[config.mk]
export PLATFORM = sky130hd
export DESIGN_NAME = marquee_scroll_ctrl
export DESIGN_NICKNAME = d
export VERILOG_FILES = /design/src/rtl/display_pkg.sv /design/src/rtl/marquee_scroll_ctrl_tick_prescaler.sv /design/src/rtl/marquee_scroll_ctrl.sv
export SDC_FILE = /design/constraint.sdc
export NUM_CORES = 1
export LEC_CHECK = 0
export CAP_MARGIN = 0
export CORE_MARGIN = 10
export CORE_UTILIZATION = 35
export CTS_CLUSTER_SIZE = 16
export DETAILED_ROUTE_END_ITERATION = 12
export DONT_BUFFER_PORTS = 1
export SLEW_MARGIN = 10
export SYNTH_ARGS = -nofsm -noshare
export SYNTH_HDL_FRONTEND = slang
export SYNTH_SLANG_ARGS = --single-unit
[constraint.sdc]
create_clock -name Clock -period 15.9 [get_ports Clock]
set_clock_uncertainty 0.2 [all_clocks]
set_input_delay 1.59 -clock Clock [delete_from_list [all_inputs] [get_ports Clock]]
set_output_delay 1.59 -clock Clock [all_outputs]
set_load 0.03 [all_outputs]
[src/rtl/display_pkg.sv]
// Shared constants and helpers for the five-digit ASCII display path.
package display_pkg;

  localparam int NUM_DIGITS = 5;
  localparam logic [7:0] ASCII_SPACE = 8'h20;
  localparam logic [8*NUM_DIGITS-1:0] RESET_MSG = 40'h48454C4C4F; // "HELLO"

  typedef enum logic [1:0] {
    ST_STATIC = 2'b00,
    ST_SCROLL = 2'b01,
    ST_HOLD   = 2'b10
  } state_t;

  // Advance a buffer index by one, wrapping at the active message length.
  function automatic logic [4:0] wrap_inc(input logic [4:0] idx, input logic [5:0] len);
    logic [5:0] nxt;
    nxt = {1'b0, idx} + 6'd1;
    if (nxt >= len) wrap_inc = 5'd0;
    else            wrap_inc = nxt[4:0];
  endfunction

  function automatic logic [7:0] reset_char(input int unsigned i);
    if (i < NUM_DIGITS) reset_char = RESET_MSG[8*(NUM_DIGITS-1-i) +: 8];
    else                reset_char = ASCII_SPACE;
  endfunction

endpackage

[src/rtl/marquee_scroll_ctrl_tick_prescaler.sv]
// Scroll-rate divider: counts 0..CLK_DIV-1 while enabled, flags the last count.
module tick_prescaler #(
  parameter int CLK_DIV = 25000000
) (
  input  logic clk,
  input  logic rst_n,
  input  logic en,
  input  logic clr,
  output logic tc
);

  localparam int CW = (CLK_DIV > 2) ? $clog2(CLK_DIV) : 1;
  localparam logic [CW-1:0] LAST = CW'(CLK_DIV - 1);

  logic [CW-1:0] cnt_r;

  // Divider counter; clear wins over enable.
  always_ff @(posedge clk or negedge rst_n) begin
    if (!rst_n) begin
      cnt_r <= {CW{1'b0}};
    end else if (clr) begin
      cnt_r <= {CW{1'b0}};
    end else if (en) begin
      if (cnt_r == LAST) cnt_r <= {CW{1'b0}};
      else               cnt_r <= cnt_r + CW'(1);
    end
  end

  assign tc = en && !clr && (cnt_r == LAST);

endmodule

[src/rtl/marquee_scroll_ctrl.sv]
// Marquee sequencer: circular message buffer with a 5-character window
// stepped at a programmable rate, feeding five per-digit ASCII decoders.
module marquee_scroll_ctrl #(
  parameter int CLK_DIV = 25000000,
  parameter int MSG_LEN = 16
) (
  input  logic        Clock,
  input  logic        Resetn,
  input  logic        Run,
  input  logic        Pause,
  input  logic        WrEn,
  input  logic [4:0]  WrAddr,
  input  logic [7:0]  WrData,
  input  logic        LenWr,
  input  logic [5:0]  LenIn,
  output logic [39:0] CharOut,
  output logic        Step,
  output logic [4:0]  Pos,
  output logic [1:0]  State
);
  import display_pkg::*;

  localparam logic [5:0] LEN_MAX = 6'(MSG_LEN);

  state_t      state_r, state_s;
  logic        cnt_en_s, cnt_clr_s, tc_s;
  logic [5:0]  len_r, len_s;
  logic [4:0]  pos_r, pos_s, base_s;
  logic [7:0]  msg_r [0:31];
  logic [39:0] char_r, char_s;

  tick_prescaler #(.CLK_DIV(CLK_DIV)) u_prescaler (
    .clk   (Clock),
    .rst_n (Resetn),
    .en    (cnt_en_s),
    .clr   (cnt_clr_s),
    .tc    (tc_s)
  );

  // Mode sequencing; Run=0 takes priority over Pause.
  always_comb begin
    state_s   = state_r;
    cnt_en_s  = 1'b0;
    cnt_clr_s = 1'b0;
    case (state_r)
      ST_STATIC: begin
        cnt_clr_s = 1'b1;
        if (Run) state_s = ST_SCROLL;
        else     state_s = ST_STATIC;
      end
      ST_SCROLL: begin
        if (!Run) begin
          state_s   = ST_STATIC;
          cnt_clr_s = 1'b1;
        end else if (Pause) begin
          state_s = ST_HOLD;
        end else begin
          cnt_en_s = 1'b1;
        end
      end
      ST_HOLD: begin
        if (!Run) begin
          state_s   = ST_STATIC;
          cnt_clr_s = 1'b1;
        end else if (!Pause) begin
          state_s = ST_SCROLL;
        end else begin
          state_s = ST_HOLD;
        end
      end
      default: begin
        state_s   = ST_STATIC;
        cnt_clr_s = 1'b1;
      end
    endcase
  end

  // Length load and window position; a step is taken against the new length.
  always_comb begin
    if (LenWr) begin
      if (LenIn == 6'd0)         len_s = 6'd1;
      else if (LenIn > LEN_MAX)  len_s = LEN_MAX;
      else                       len_s = LenIn;
    end else begin
      len_s = len_r;
    end

    if ({1'b0, pos_r} >= len_s) base_s = 5'd0;
    else                        base_s = pos_r;

    if (cnt_clr_s)  pos_s = 5'd0;
    else if (tc_s)  pos_s = wrap_inc(base_s, len_s);
    else            pos_s = base_s;
  end

  // Window extraction: digit 4 shows buf[Pos], lower digits follow with wrap.
  always_comb begin
    logic [4:0] idx;
    char_s = {40{1'b0}};
    idx    = pos_r;
    for (int j = 0; j < NUM_DIGITS; j++) begin
      char_s[8*(NUM_DIGITS-1-j) +: 8] = msg_r[idx];
      idx = wrap_inc(idx, len_r);
    end
  end

  // Control state registers.
  always_ff @(posedge Clock or negedge Resetn) begin
    if (!Resetn) begin
      state_r <= ST_STATIC;
      len_r   <= 6'd5;
      pos_r   <= 5'd0;
    end else begin
      state_r <= state_s;
      len_r   <= len_s;
      pos_r   <= pos_s;
    end
  end

  // Message buffer; entries at or beyond MSG_LEN are never written or read.
  always_ff @(posedge Clock or negedge Resetn) begin
    if (!Resetn) begin
      for (int i = 0; i < 32; i++) msg_r[i] <= reset_char(i);
    end else if (WrEn && ({1'b0, WrAddr} < LEN_MAX)) begin
      msg_r[WrAddr] <= WrData;
    end
  end

  // Registered display codes.
  always_ff @(posedge Clock or negedge Resetn) begin
    if (!Resetn) char_r <= RESET_MSG;
    else         char_r <= char_s;
  end

  assign CharOut = char_r;
  assign Step    = tc_s;
  assign Pos     = pos_r;
  assign State   = state_r;

endmodule

==> results of run 1 <==
-- state kept, by name, indices dropped and copies added (netlist names) --
register	count
CharOut	40
msg_r	256
u_prescaler.cnt_r	25
Pos	5
len_r	6
State	2
-- per-stage QoR --
step	std cells	instance area (um^2)	hold slack, ps	setup WS (ps)
2_1_floorplan	2906	24400	238	3230
4_1_cts	3593	26000	210	1500
5_1_grt	3593	26000	216	358
3_3_place_gp	3521	24700	196	2010
6_report	3593	26000	210	1050
3_5_place_dp	3521	24700	202	1550
-- synth_stat cells, drive strengths merged, types with 43 or more instances --
| cell | number | area, um^2 |
|---|---|---|
| a21oi | 121 | 606 |
| a311oi | 45 | 394 |
| a31oi | 73 | 457 |
| and3 | 49 | 307 |
| buf | 47 | 208 |
| clkbuf | 328 | 1230 |
| dfrtp | 273 | 6830 |
| dfstp | 61 | 1600 |
| ha | 45 | 563 |
| mux2 | 143 | 1620 |
| mux4 | 81 | 1820 |
| nand2 | 644 | 2430 |
| nand3 | 189 | 951 |
| nor2 | 101 | 379 |
| nor3 | 66 | 330 |
| o211ai | 89 | 673 |
| o21ai | 114 | 574 |
| o221ai | 63 | 552 |
| or3 | 43 | 269 |
-- metal layers --
layer / GRT usage / vias up / wire length, um
li1: - / 10100 / -
met1: 0.316 / 11700 / 39300
met2: 0.364 / 1830 / 44300
met3: 0.0770 / 421 / 13300
met4: 0.143 / 2 / 7160
met5: 0 / - / 13
-- cells in the final DEF (no fill, tap or decap), drive strengths merged, types with 16 or more instances in the layout --
cell type	synthesis	routed
dfstp	61	61
o211ai	89	89
and3	49	49
mux2i	40	40
or3	43	43
nor3	66	66
o22ai	39	39
ha	45	45
mux4	81	81
mux2	143	143
a311oi	45	45
a221oi	16	16
o21ai	114	114
dfrtp	273	273
a21oi	121	121
o221ai	63	63
nand3	189	189
inv	33	36
nor2	101	101
nand2	644	644
a31oi	73	73
buf	47	59
clkbuf	328	55
o311ai	31	31
-- worst max-delay path by stage --
| stage | cells after the start | startpoint | to |
|---|---|---|---|
| finish | 49 | Pos[1] | CharOut[5] |
| global route | 49 | Pos[1] | CharOut[5] |
| CTS | 49 | Pos[1] | CharOut[5] |
| detailed placement | 49 | Pos[1] | CharOut[5] |
| global placement | 48 | Pos[1] | CharOut[5] |
| floorplan | 56 | Pos[4] | CharOut[3] |
-- power by group through the flow --
stage                     sequential, mW  clock [mW]  combinational (mW)
after global placement              1.22           0               0.961
after CTS                           1.21       0.957               0.978
after floorplan                     1.12           0               0.689
after global routing                1.22       0.993                1.07
after detailed placement            1.22           0               0.975
final                               1.21       0.941                1.02
-- final cells by class --
class,instances,area [um^2]
clock buffers,55,1120
clock inverters,17,206
fillers,6807,42800
inverters,36,155
multi-input cells,2161,14500
flip-flops and latches,334,8440
well taps,931,1160
repair buffers,59,455
-- kinds of logic after synthesis --
family | Yosys count | synth area share
compound gates | 691 | 0.195
xor+xnor | 13 | 0.00620
flops | 334 | 0.346
fa+ha+maj | 45 | 0.0231
buf+inv | 411 | 0.0650
mux | 264 | 0.157
simple gates | 1148 | 0.207
==> flow_metrics.py, run 1 <==
metrics = {
    "sta": {
        "tightest_slew_ps": 1490,
        "setup_tns_ps": 0,
        "setup-violations-final": 0,
        "hold_violations": 0,
        "maxSlewViolCount": 1,
        "grt_setup_unrepaired": "no",
        "period_share": 0.934,
        "relSlewSlack": -0.00371,
        "max_freq_ghz": 0.0673,
        "period_needed_ps": 14850,
    },
    "run_status": {
        "outcome": "complete, but fails checks",
        "violations": "capacitance limit, slew limit",
    },
    "synth": {
        "synthArstFlopShare": 1.00,
        "avgSynthCellArea_um2": 8.40,
        "synthFlopType": "dfrtp_1",
        "yosys_warnings": 0,
        "synth_nets": 2976,
        "netlist-cell-type-count": 80,
        "synth-seq-cells": 334,
        "syn-cell-area_um2": 24400,
        "synthCells": 2906,
        "synth_edf_count": 0,
        "yosysSeqAreaShare": 0.346,
    },
    "power_and_ir_drop": {
        "p_int_mw": 1.88,
        "p_per_area_nw_per_um2": 122,
        "swShare": 0.406,
        "switching_power_mw": 1.29,
        "combPwrFrac": 0.320,
        "p_leak_nw": 10.3,
        "ir_drop_mv": 0.0826,
        "power_frac_clock": 0.297,
        "power_frac_seq": 0.383,
        "fin_total_pwr_mw": 3.17,
    },
    "final_layout": {
        "drive_gt1_frac": 0.171,
        "syn_to_final_growth_pct": 6.69,
        "diodes": 0,
        "final_core_util": 0.378,
        "nets": 2701,
    },
    "detailed_routing": {
        "drtPass1Iterations": 6,
        "postRouteWirelength_um": 104000,
        "avgRoutedWirePerCell_um": 29.0,
        "drc": 0,
        "routed-via-count": 24000,
        "vias_per_cell": 6.69,
        "ant_nets": 0,
        "first_iter_violations": 3360,
    },
    "hold_path": {
        "min_path_cells": 0,
        "holdCritPathClass": "reg -> reg",
        "min_to": "msg_r[29]",
        "min_from": "msg_r[29]",
    },
    "placement": {
        "gp_congestion": 1.01,
        "portBuffers": 0,
        "dp_hpwl_um": 67700,
    },
    "critical_path": {
        "startpoint_type": "flop",
        "path_buf_inv": 8,
        "reg2reg_to": "CharOut[5]",
        "rr_worst_depth": 49,
        "path_max_fanout": 45,
        "r2r_start": "Pos[1]",
        "cpMaxStageDelayCell": "dfrtp_4",
        "crit_path_frequent_cell": "ha_1",
        "max_stage_delay_ps": 910,
        "cp.required_ps": 16160,
        "regToRegSetupSlack_ps": 1050,
        "crit_family": "compound AO/OA/AOI/OAI gates",
        "critPathKind": "reg -> reg",
        "cp-end-kind": "flop",
        "worstPathArrival_ps": 15110,
    },
    "clock_tree": {
        "cts_setup_buffers": 0,
        "cts_hold_buf": 0,
        "cts_buffer_depth": 3,
        "post_cts_resized": 0,
        "clock_latency_ps": 600,
        "h-tree-depth": 2,
        "clk_transition_reported_paths_ps": 60,
        "cts_tree": "done",
        "numCtsBuffers": 39,
        "cts_sinks": 334,
        "cts-root-buf": "clkbuf_16",
    },
    "floorplanning": {
        "fp.coreArea_um2": 68800,
        "start_util": 0.355,
        "ioPinCount": 73,
        "die_height_um": 284,
        "dieArea_um2": 80700,
        "die_x_um": 284,
        "rows": 96,
    },
    "global_route": {
        "antenna_found_initial": 2,
        "grt_pass1_vias": 22800,
        "gr-usage-all-layers": 0.247,
        "grt_max_degree": 335,
        "grt-ovfl-total": 0,
        "grt_pass1_wl_um": 155000,
    },
    "flow_run": {
        "drv_cap": 1,
    },
}
Power figures use the tool's default switching activity.
==> inputs of run 2 (changes only) <==
- CAP_MARGIN: 0 -> unset
- SYNTH_HIERARCHICAL: unset -> 1
==> run 2 against run 1 <==
Effect of this change:
- the flow now finishes without violations
- clock-buffer cell count unchanged
- die area shrank 2.5%
- critical path depth fell by 3
- cell area is 2.5% lower
- core utilization shrank 0.078 points
- cell count decreased by 8.6%
- clock power rose by 4.7%
- register-to-register slack better by 1100 ps
- non-clock buffer count fell by 6
- synthesized cell count down 9.2%
- worst hold slack worse by 5.1 ps
- sequential power hardly changed
- critical endpoint unchanged
- largest cell class unchanged
==> flow_metrics.py, run 2 <==
metrics = {
    "clock_tree": {
        "h-tree-depth": 2,
        "cts-root-buf": "clkbuf_16",
        "clk_transition_reported_paths_ps": 70,
        "cts_tree": "done",
        "numCtsBuffers": 40,
        "cts_buffer_depth": 3,
        "cts_hold_buf": 0,
        "cts_setup_buffers": 0,
        "cts_sinks": 334,
        "post_cts_resized": 0,
        "clock_latency_ps": 600,
    },
    "detailed_routing": {
        "wl_met3_um": 11200,
        "vias_per_cell": 6.86,
        "first_iter_violations": 3529,
        "wl_met1_um": 39200,
        "drc": 0,
        "ant_nets": 0,
        "avgRoutedWirePerCell_um": 29.4,
        "routed-via-count": 22500,
        "wl_met2_um": 41300,
        "postRouteWirelength_um": 96700,
        "drtPass1Iterations": 7,
        "highest_layer": "met4",
    },
    "final_layout": {
        "final_cell_mix": "nand2_1, dfrtp_1, o22ai_1",
        "regMostFlops": "msg_r",
        "largest_register_ffs": 256,
        "drive_gt1_frac": 0.187,
        "diodes": 0,
        "final_core_util": 0.377,
        "nets": 2450,
        "layout_commonest_cell": "nand2_1",
        "fill_cells": 6554,
        "syn_to_final_growth_pct": 6.91,
    },
    "sta": {
        "hold_ws_ps": 205,
        "period_share": 0.862,
        "period_needed_ps": 13700,
        "max_freq_ghz": 0.0730,
        "maxSlewViolCount": 0,
        "setup-violations-final": 0,
        "grt_setup_unrepaired": "no",
        "setup_tns_ps": 0,
        "relSlewSlack": 0.211,
        "hold_violations": 0,
        "tightest_slew_ps": 1180,
    },
    "global_route": {
        "grt_pass1_vias": 21600,
        "grt-ovfl-total": 0,
        "antenna_found_initial": 2,
        "grt_max_degree": 335,
        "gr-usage-all-layers": 0.237,
        "grt_pass1_wl_um": 144000,
    },
    "synth": {
        "synth.top_cells.by_area": "dfrtp_1, mux4_2, dfstp_2",
        "netlist-cell-type-count": 75,
        "synth_common_cells": "nand2_1, clkbuf_1, dfrtp_1, o22ai_1, mux2_2",
        "synth-adder-area-share": 0.0237,
        "synthFlopType": "dfrtp_1",
        "synth_top_family_by_area": "compound AO/OA/AOI/OAI gates",
        "synth_nets": 2708,
        "syn-cell-area_um2": 23800,
        "synth-compound-area-share": 0.222,
        "yosys.area.top_type_share": 0.288,
        "yosys_warnings": 6,
        "synth_top_cell_by_area": "dfrtp_1",
        "avgSynthCellArea_um2": 9.00,
        "synthSimpleGateAreaFrac": 0.155,
        "synth.most_common_cell": "nand2_1",
        "synthMuxAreaShare": 0.176,
        "yosysSeqAreaShare": 0.355,
        "synth_edf_count": 0,
        "synthCells": 2638,
        "synthXorXnorAreaFrac": 0.00553,
        "synthArstFlopShare": 1.00,
        "synth-seq-cells": 334,
    },
    "flow_run": {
        "drv_cap": 0,
    },
    "critical_path": {
        "startpoint_type": "flop",
        "path_max_fanout": 43,
        "max_stage_delay_ps": 970,
        "cp.required_ps": 16160,
        "worstPathArrival_ps": 13970,
        "cp-end-kind": "flop",
        "crit_path_frequent_cell": "ha_1",
        "cpMaxStageDelayCell": "dfrtp_4",
        "critPathKind": "reg -> reg",
    },
    "floorplanning": {
        "dieArea_um2": 78700,
        "rows": 95,
        "die_height_um": 281,
        "fp.coreArea_um2": 67300,
        "start_util": 0.353,
        "ioPinCount": 73,
        "die_x_um": 281,
    },
    "power_and_ir_drop": {
        "p_int_mw": 1.91,
        "p_leak_nw": 9.92,
        "swShare": 0.390,
        "power_frac_seq": 0.391,
        "ir_drop_mv": 0.0714,
        "combPwrFrac": 0.294,
        "fin_total_pwr_mw": 3.13,
        "switching_power_mw": 1.22,
        "power_frac_clock": 0.315,
        "p_per_area_nw_per_um2": 123,
    },
    "placement": {
        "dp_hpwl_um": 62600,
        "gp_congestion": 0.980,
        "portBuffers": 0,
    },
    "hold_path": {
        "holdCritPathClass": "reg -> reg",
    },
    "run_status": {
        "outcome": "completed",
    },
}
run 2: changes by cell type after synthesis, moves of 24 or more:
| cell | change |
|---|---|
| clkbuf_1 | -33 |
| or3_1 | -24 |
| o21ai_0 | -60 |
| o221ai_1 | -28 |
| nand3_1 | -114 |
| o22ai_1 | +142 |
| o211ai_1 | -56 |
| nand2_1 | -220 |
| a221oi_1 | +54 |
| mux2i_1 | +39 |
run 2: per-stage QoR:
step	cell area, um^2	worst slack [ps]	instances
5_1_grt	25400	1480	3285
2_1_floorplan	23800	4100	2638
6_report	25400	2200	3285
4_1_cts	25400	2620	3285
3_3_place_gp	24000	2840	3211
3_5_place_dp	24000	2650	3211
run 2: area by class of cell:
| class | instances | area, um^2 | area share |
|---|---|---|---|
| Tap cell | 873 | 1090 | 0.0430 |
| Sequential cell | 334 | 8440 | 0.333 |
| Timing Repair Buffer | 53 | 398 | 0.0157 |
| Inverter | 34 | 133 | 0.00522 |
| Clock buffer | 55 | 1140 | 0.0448 |
| Multi-Input combinational cell | 1917 | 13900 | 0.548 |
| Clock inverter | 19 | 269 | 0.0106 |
run 2: final timing paths:
| kind | cells past startpoint | slack [ps] | end | start |
|---|---|---|---|---|
| setup / recovery | 46 | 2200 | CharOut[5] | Pos[1] |
| max in group asynchronous | 0 | 14420 | Pos[1] | Resetn |
| setup reg to reg | 46 | 2200 | CharOut[5] | Pos[1] |
| hold reg to reg | 0 | 200 | msg_r[21] | msg_r[21] |
| hold / removal | 0 | 200 | msg_r[21] | msg_r[21] |
| min in group asynchronous | 0 | 550 | CharOut[31] | Resetn |
run 2: power groups by stage:
stage	Sequential, mW	Combinational [mW]	Clock (mW)
6_report	1.22	0.919	0.985
5_1_grt	1.23	0.969	1.04
4_1_cts	1.21	0.886	1.00
3_5_place_dp	1.23	0.882	0
3_3_place_gp	1.22	0.873	0
2_1_floorplan	1.13	0.640	0
run 2: critical path, delay by kind of cell (launching register included):
kind / cells / cell delay [ps]
flops: 1 / 970
xor+xnor: 3 / 760
buf+inv: 8 / 2080
fa+ha+maj: 7 / 2230
compound gates: 17 / 3570
simple gates: 11 / 3680
run 2: layer usage:
layer | up-vias | track usage
met2 | 1763 | 0.349
met4 | 0 | 0.117
met5 | - | 0
li1 | 9468 | -
met3 | 354 | 0.0557
met1 | 10900 | 0.322
run 2: cell families after synthesis:
kind of cell / count (synthesis)
XOR/XNOR: 12
flip-flops: 334
AND/OR/NAND/NOR: 813
multiplexers: 298
adder cells (fa/ha/maj): 45
AO/OA/AOI/OAI: 749
buffers and inverters: 387
